<file path="src/rtl/fifo_arbiter_ctrl.sv">
// Four-into-one FIFO drain controller: threshold configuration, state sequencing
// and a round-robin arbiter with back-pressure on the sink's almost_full.
module fifo_arbiter_ctrl #(
  parameter int DATA_WIDTH   = 10,
  parameter int UMBRAL_WIDTH = 8
) (
  input  logic                    clk,
  input  logic                    reset,
  input  logic                    init,
  input  logic [UMBRAL_WIDTH-1:0] umbral_bajo_in,
  input  logic [UMBRAL_WIDTH-1:0] umbral_alto_in,
  output logic [UMBRAL_WIDTH-1:0] umbral_bajo,
  output logic [UMBRAL_WIDTH-1:0] umbral_alto,
  input  logic [3:0]              empty_in,
  input  logic [4:0]              error_in,
  input  logic [4*DATA_WIDTH-1:0] data_in,
  output logic [3:0]              pop,
  input  logic                    almost_full_out,
  output logic                    push_out,
  output logic [DATA_WIDTH-1:0]   data_out,
  output logic [2:0]              state,
  output logic                    idle,
  output logic                    error_out
);

  typedef enum logic [2:0] {
    ST_RESET  = 3'd0,
    ST_INIT   = 3'd1,
    ST_IDLE   = 3'd2,
    ST_ACTIVE = 3'd3,
    ST_ERROR  = 3'd4
  } state_t;

  state_t                  state_q, state_d;
  logic [1:0]              ptr_q, ptr_d;
  logic [1:0]              gnt_q, gnt_d;
  logic                    push_q, push_d;
  logic [DATA_WIDTH-1:0]   hold_q, hold_d;
  logic [UMBRAL_WIDTH-1:0] bajo_q, bajo_d;
  logic [UMBRAL_WIDTH-1:0] alto_q, alto_d;

  logic [DATA_WIDTH-1:0]   src_data [4];
  logic [1:0]              gnt_idx;
  logic                    gnt_found;
  logic                    grant_valid;

  generate
    for (genvar gi = 0; gi < 4; gi++) begin : g_src
      assign src_data[gi] = data_in[gi*DATA_WIDTH +: DATA_WIDTH];
    end
  endgenerate

  // First non-empty source at or after the pointer, scanning modulo 4.
  always_comb begin
    logic [1:0] cand;
    gnt_found = 1'b0;
    gnt_idx   = ptr_q;
    cand      = ptr_q;
    for (int k = 0; k < 4; k++) begin
      cand = ptr_q + 2'(k);
      if (!gnt_found && !empty_in[cand]) begin
        gnt_found = 1'b1;
        gnt_idx   = cand;
      end
    end
  end

  assign grant_valid = (state_q == ST_ACTIVE) && !almost_full_out && gnt_found;

  always_ff @(posedge clk or posedge reset) begin
    if (reset) begin
      state_q <= ST_RESET;
    end else begin
      state_q <= state_d;
    end
  end

  always_comb begin
    state_d = state_q;
    case (state_q)
      ST_RESET:  if (init) state_d = ST_INIT;
      ST_INIT: begin
        if (!init) begin
          state_d = (umbral_bajo_in < umbral_alto_in) ? ST_IDLE : ST_ERROR;
        end
      end
      ST_IDLE: begin
        if (|error_in)       state_d = ST_ERROR;
        else if (init)       state_d = ST_INIT;
        else if (~&empty_in) state_d = ST_ACTIVE;
      end
      ST_ACTIVE: begin
        if (|error_in)                 state_d = ST_ERROR;
        else if (&empty_in && !push_q) state_d = ST_IDLE;
      end
      ST_ERROR:  state_d = ST_ERROR;
      default:   state_d = ST_RESET;
    endcase
  end

  always_comb begin
    pop       = grant_valid ? (4'b0001 << gnt_idx) : 4'b0000;
    idle      = (state_q == ST_IDLE);
    error_out = (state_q == ST_ERROR);
    state     = state_q;
  end

  // Pops issued before an error still complete, so push_d ignores the state change.
  always_comb begin
    push_d = grant_valid;
    gnt_d  = grant_valid ? gnt_idx : gnt_q;
    ptr_d  = grant_valid ? gnt_idx + 2'd1 : ptr_q;
    hold_d = push_q ? src_data[gnt_q] : hold_q;
    bajo_d = (state_q == ST_INIT) ? umbral_bajo_in : bajo_q;
    alto_d = (state_q == ST_INIT) ? umbral_alto_in : alto_q;
  end

  always_ff @(posedge clk or posedge reset) begin
    if (reset) begin
      ptr_q  <= 2'd0;
      gnt_q  <= 2'd0;
      push_q <= 1'b0;
      hold_q <= '0;
      bajo_q <= '0;
      alto_q <= '0;
    end else begin
      ptr_q  <= ptr_d;
      gnt_q  <= gnt_d;
      push_q <= push_d;
      hold_q <= hold_d;
      bajo_q <= bajo_d;
      alto_q <= alto_d;
    end
  end

  // Source read data arrives the cycle after the pop, so it is forwarded
  // during the push cycle and held in hold_q afterwards.
  assign push_out    = push_q;
  assign data_out    = push_q ? src_data[gnt_q] : hold_q;
  assign umbral_bajo = bajo_q;
  assign umbral_alto = alto_q;

endmodule
</file>
<file path="config.mk">
export PLATFORM = sky130hd
export DESIGN_NAME = fifo_arbiter_ctrl
export DESIGN_NICKNAME = d
export VERILOG_FILES = /design/src/rtl/fifo_arbiter_ctrl.sv
export SDC_FILE = /design/constraint.sdc
export NUM_CORES = 1
export LEC_CHECK = 0
export ABC_AREA = 1
export CORE_UTILIZATION = 37
export CTS_CLUSTER_SIZE = 40
export DETAILED_ROUTE_END_ITERATION = 7
export PLACE_DENSITY = 0.77
export SLEW_MARGIN = 20
export SYNTH_ARGS = -nofsm -noshare
export SYNTH_HDL_FRONTEND = slang
export SYNTH_SLANG_ARGS = --single-unit
</file>
<file path="constraint.sdc">
create_clock -name clk -period 2.1 [get_ports clk]
set_clock_uncertainty 0.2 [all_clocks]
set_input_delay 0.21 -clock clk [delete_from_list [all_inputs] [get_ports clk]]
set_output_delay 0.21 -clock clk [all_outputs]
set_load 0.005 [all_outputs]
</file>
==> flow_metrics.env <==
export IMPL_grt_max_degree=35
export IMPL_drive_gt1_share_pct=23.9
export IMPL_hp_class="primary input to async pin"
export IMPL_nets=537
export IMPL_setup_slack_ns=-0.406
export IMPL_fmax_ghz=0.399
export IMPL_io_pins=105
export IMPL_cp_slowest_cell="dfrtp_2"
export IMPL_antenna_left=0
export IMPL_hold_buffers=0
export IMPL_cts_buffers=5
export IMPL_drc=0
export IMPL_diodes=0
export IMPL_synthAdderAreaFrac_pct=6.17
export IMPL_syn_area_mm2=0.00223
export IMPL_final_common_cell="clkdlybuf4s50_1"
export IMPL_drt_pass1_iterations=4
export IMPL_synth_top_family_by_area="simple AND/OR/NAND/NOR gates"
export IMPL_slowest_delay_ns=0.48
export IMPL_ir_drop_mv=0.977
export IMPL_rows=27
export IMPL_crit_type="flip-flop to primary output"
export IMPL_cp_start_kind="flip-flop"
export IMPL_die_w_um=79.7
export IMPL_drt_iter0_markers=113
export IMPL_wirelength_um=6560
export IMPL_clockBufferDepth=2
export IMPL_die_area_mm2=0.00634
export IMPL_antenna_found_initial=0
export IMPL_cp_arrival_ns=2.10
export IMPL_synth_seq_cells=34
export IMPL_path_depth=16
export IMPL_setup_violations=5
export IMPL_timing_rr_end="ptr_q[1]"
export IMPL_tightest_slew_ns=0.433
export IMPL_dpl_cell_area_mm2=0.00353
export IMPL_cts_max_level=2
export IMPL_period_needed_ns=2.51
export IMPL_outcome="complete, but fails checks"
export IMPL_core_area_mm2=0.00564
export IMPL_dp_cells=505
export IMPL_crit_path_end="pop[3]"
export IMPL_path_buf_inv=4
export IMPL_finalCritPeriodShare_pct=119
export IMPL_ys_seq_area_share_pct=38.1
export IMPL_slew_viol_final=0
export IMPL_slew_headroom_pct=71.1
export IMPL_gp_congestion=0.867
export IMPL_ys_warn_count=0
export IMPL_syn2layout_area_growth_pct=72.1
export IMPL_synthTopCellsByArea="dfrtp_1, nand2_1, nor2_1"
export IMPL_finalHoldViolations=0
export IMPL_synth_top_area_share_pct=38.1
export IMPL_clk_pin_slew_ns=0.07
export IMPL_rr_startpoint="ptr_q[0]"
export IMPL_powerDensity_mw_per_mm2=1370
export IMPL_path_common_cell="nand2_1"
export IMPL_grt_pass1_vias=2326
export IMPL_layoutNonFillerInstCount=529
export IMPL_final_cell_area_mm2=0.00384
export IMPL_via_count=2501
export IMPL_wl_per_cell_um=12.4
export IMPL_tritoncts="yes"
export IMPL_grt_pass1_wl_um=10500
export IMPL_violations="setup timing"
export IMPL_crit_chain="inv_4 -> nand2_1 -> nand2_2 -> nand2_4 -> nand2_4 -> nor2_4 -> nand2_1 -> nand2_1 -> nand2_1 -> nand2_2 -> nand2_4 -> inv_2 -> ha_1 -> inv_1 -> nor2_1 -> buf_2"
export IMPL_synthSimpleGateAreaFrac_pct=33.7
export IMPL_reg2regPathDepth=16
export IMPL_cts_sinks=34
export IMPL_p_leak_nw=1.87
export IMPL_end_kind="primary output"
export IMPL_track_usage_pct=21.1
export IMPL_cp_max_fo=8
export IMPL_synth_mux_area_share_pct=0
export IMPL_path_delay_family="simple AND/OR/NAND/NOR gates"
export IMPL_cp_required_ns=1.69
export IMPL_yosysUniqueCellTypes=28
export IMPL_cts_root_buf="clkbuf_8"
export IMPL_whs_ns=0.112
export IMPL_grt_overflow_total=0
export IMPL_fp_dieH_um=79.7
export IMPL_syn_num_nets=396
export IMPL_startpoint="ptr_q[0]"
export IMPL_cap_violations=0
export IMPL_r2r_slack_ns=-0.03
export IMPL_io_buffer_count=104
export IMPL_initial_core_util_pct=39.5
export IMPL_clk_latency_ns=0.29
export IMPL_yosysTopAreaCell="dfrtp_1"
export IMPL_avgSynthCellArea_um2=7.06
export IMPL_hpwl_um=4660
export IMPL_netlist_instances=316
export IMPL_final_cell_mix="clkdlybuf4s50_1, nand2_1, nor2_1"
export IMPL_synth_xor_area_share_pct=0.393
export IMPL_grt_setup_unrepaired="true"
export IMPL_vias_per_cell=4.73
export IMPL_synth_compound_area_share_pct=12.8
==> cell families after synthesis <==
group | after synthesis
buf+inv | 50
simple gates | 167
flops | 34
xor+xnor | 1
compound gates | 53
fa+ha+maj | 11
==> final cells by class <==
class	instances	area [um2]
Multi-Input combinational cell	232	1270
Tap cell	72	90.1
Clock buffer	6	82.6
Inverter	40	159
Timing Repair Buffer	144	1350
Clock inverter	1	30.0
Sequential cell	34	853
Fill cell	474	1800
==> state kept, by name, summed over array words and instances, names as in the netlist <==
signal,cells
ptr_q,2
gnt_q,2
umbral_alto,8
state,3
hold_q,10
push_out,1
umbral_bajo,8
==> power breakdown <==
group / leakage [nW] / switching (mW) / internal [mW] / total, mW
Clock: 0.0573 / 0.231 / 0.380 / 0.611
Combinational: 1.41 / 1.72 / 1.78 / 3.49
Sequential: 0.404 / 0.190 / 0.971 / 1.16
Total: 1.87 / 2.14 / 3.13 / 5.26
==> Yosys cell counts, drive strengths merged <==
cell	count
a21oi	5
a31oi	10
and2	1
buf	2
clkbuf	8
clkinv	2
dfrtp	34
ha	11
inv	38
nand2	87
nand3	10
nand4	2
nor2	61
nor3	5
nor3b	1
o21ai	38
xor2	1
==> worst min path at each step <==
| stage | startpoint | cells past startpoint | end |
|---|---|---|---|
| 2_1_floorplan | almost_full_out | 1 | push_out |
| 3_3_place_gp | umbral_bajo[1] | 2 | umbral_bajo[1] |
| 3_5_place_dp | umbral_bajo[5] | 2 | umbral_bajo[5] |
| 4_1_cts | reset | 3 | umbral_bajo[4] |
| 5_1_grt | reset | 3 | umbral_alto[5] |
| 6_report | reset | 3 | umbral_alto[6] |
==> through the flow <==
step / power [mW] / setup slack (ns) / TNS (ns) / util, %
4_1_cts: 5.10 / -0.361 / -1.39 / 67.1
5_1_grt: 5.75 / -0.599 / -2.54 / 68.1
3_3_place_gp: 4.04 / -0.636 / -2.62 / 62.5
2_1_floorplan: 2.74 / 0.0744 / 0 / -
3_5_place_dp: 4.11 / -0.755 / -3.15 / 62.5
6_report: 5.26 / -0.406 / -1.54 / 68.1
==> worst register-to-register path, cell delays in order (launching register included) <==
cell and delay, ns:
dfrtp_2 0.48, inv_4 0.09, nand2_1 0.10, nand2_2 0.08, nand2_4 0.07, nand2_4 0.06, nand2_4 0.07, nand2_1 0.05
nand2_1 0.07, nand2_1 0.06, nand2_1 0.09, nand2_2 0.08, nand2_4 0.08, inv_2 0.04, ha_1 0.27, nand2_1 0.06
o21ai_0 0.07
==> routing by layer <==
layer  share of wire, %  up-vias  GRT usage, %
li1                   -     1279             -
met1                 43     1131          26.7
met2                 50       81          36.1
met3                5.9       10          4.00
met4                1.5        0          6.36
met5                  0        -             0
==> what timing repair did <==
item / 4_1_cts / 5_1_grt
gates resized for setup: 53 / 23
cloned: 1 / 0
pin swaps: 19 / 16
endpoints found under the setup margin: 16 / 16
buffers inserted: 9 / 7
(Power assumes the default switching activity.)
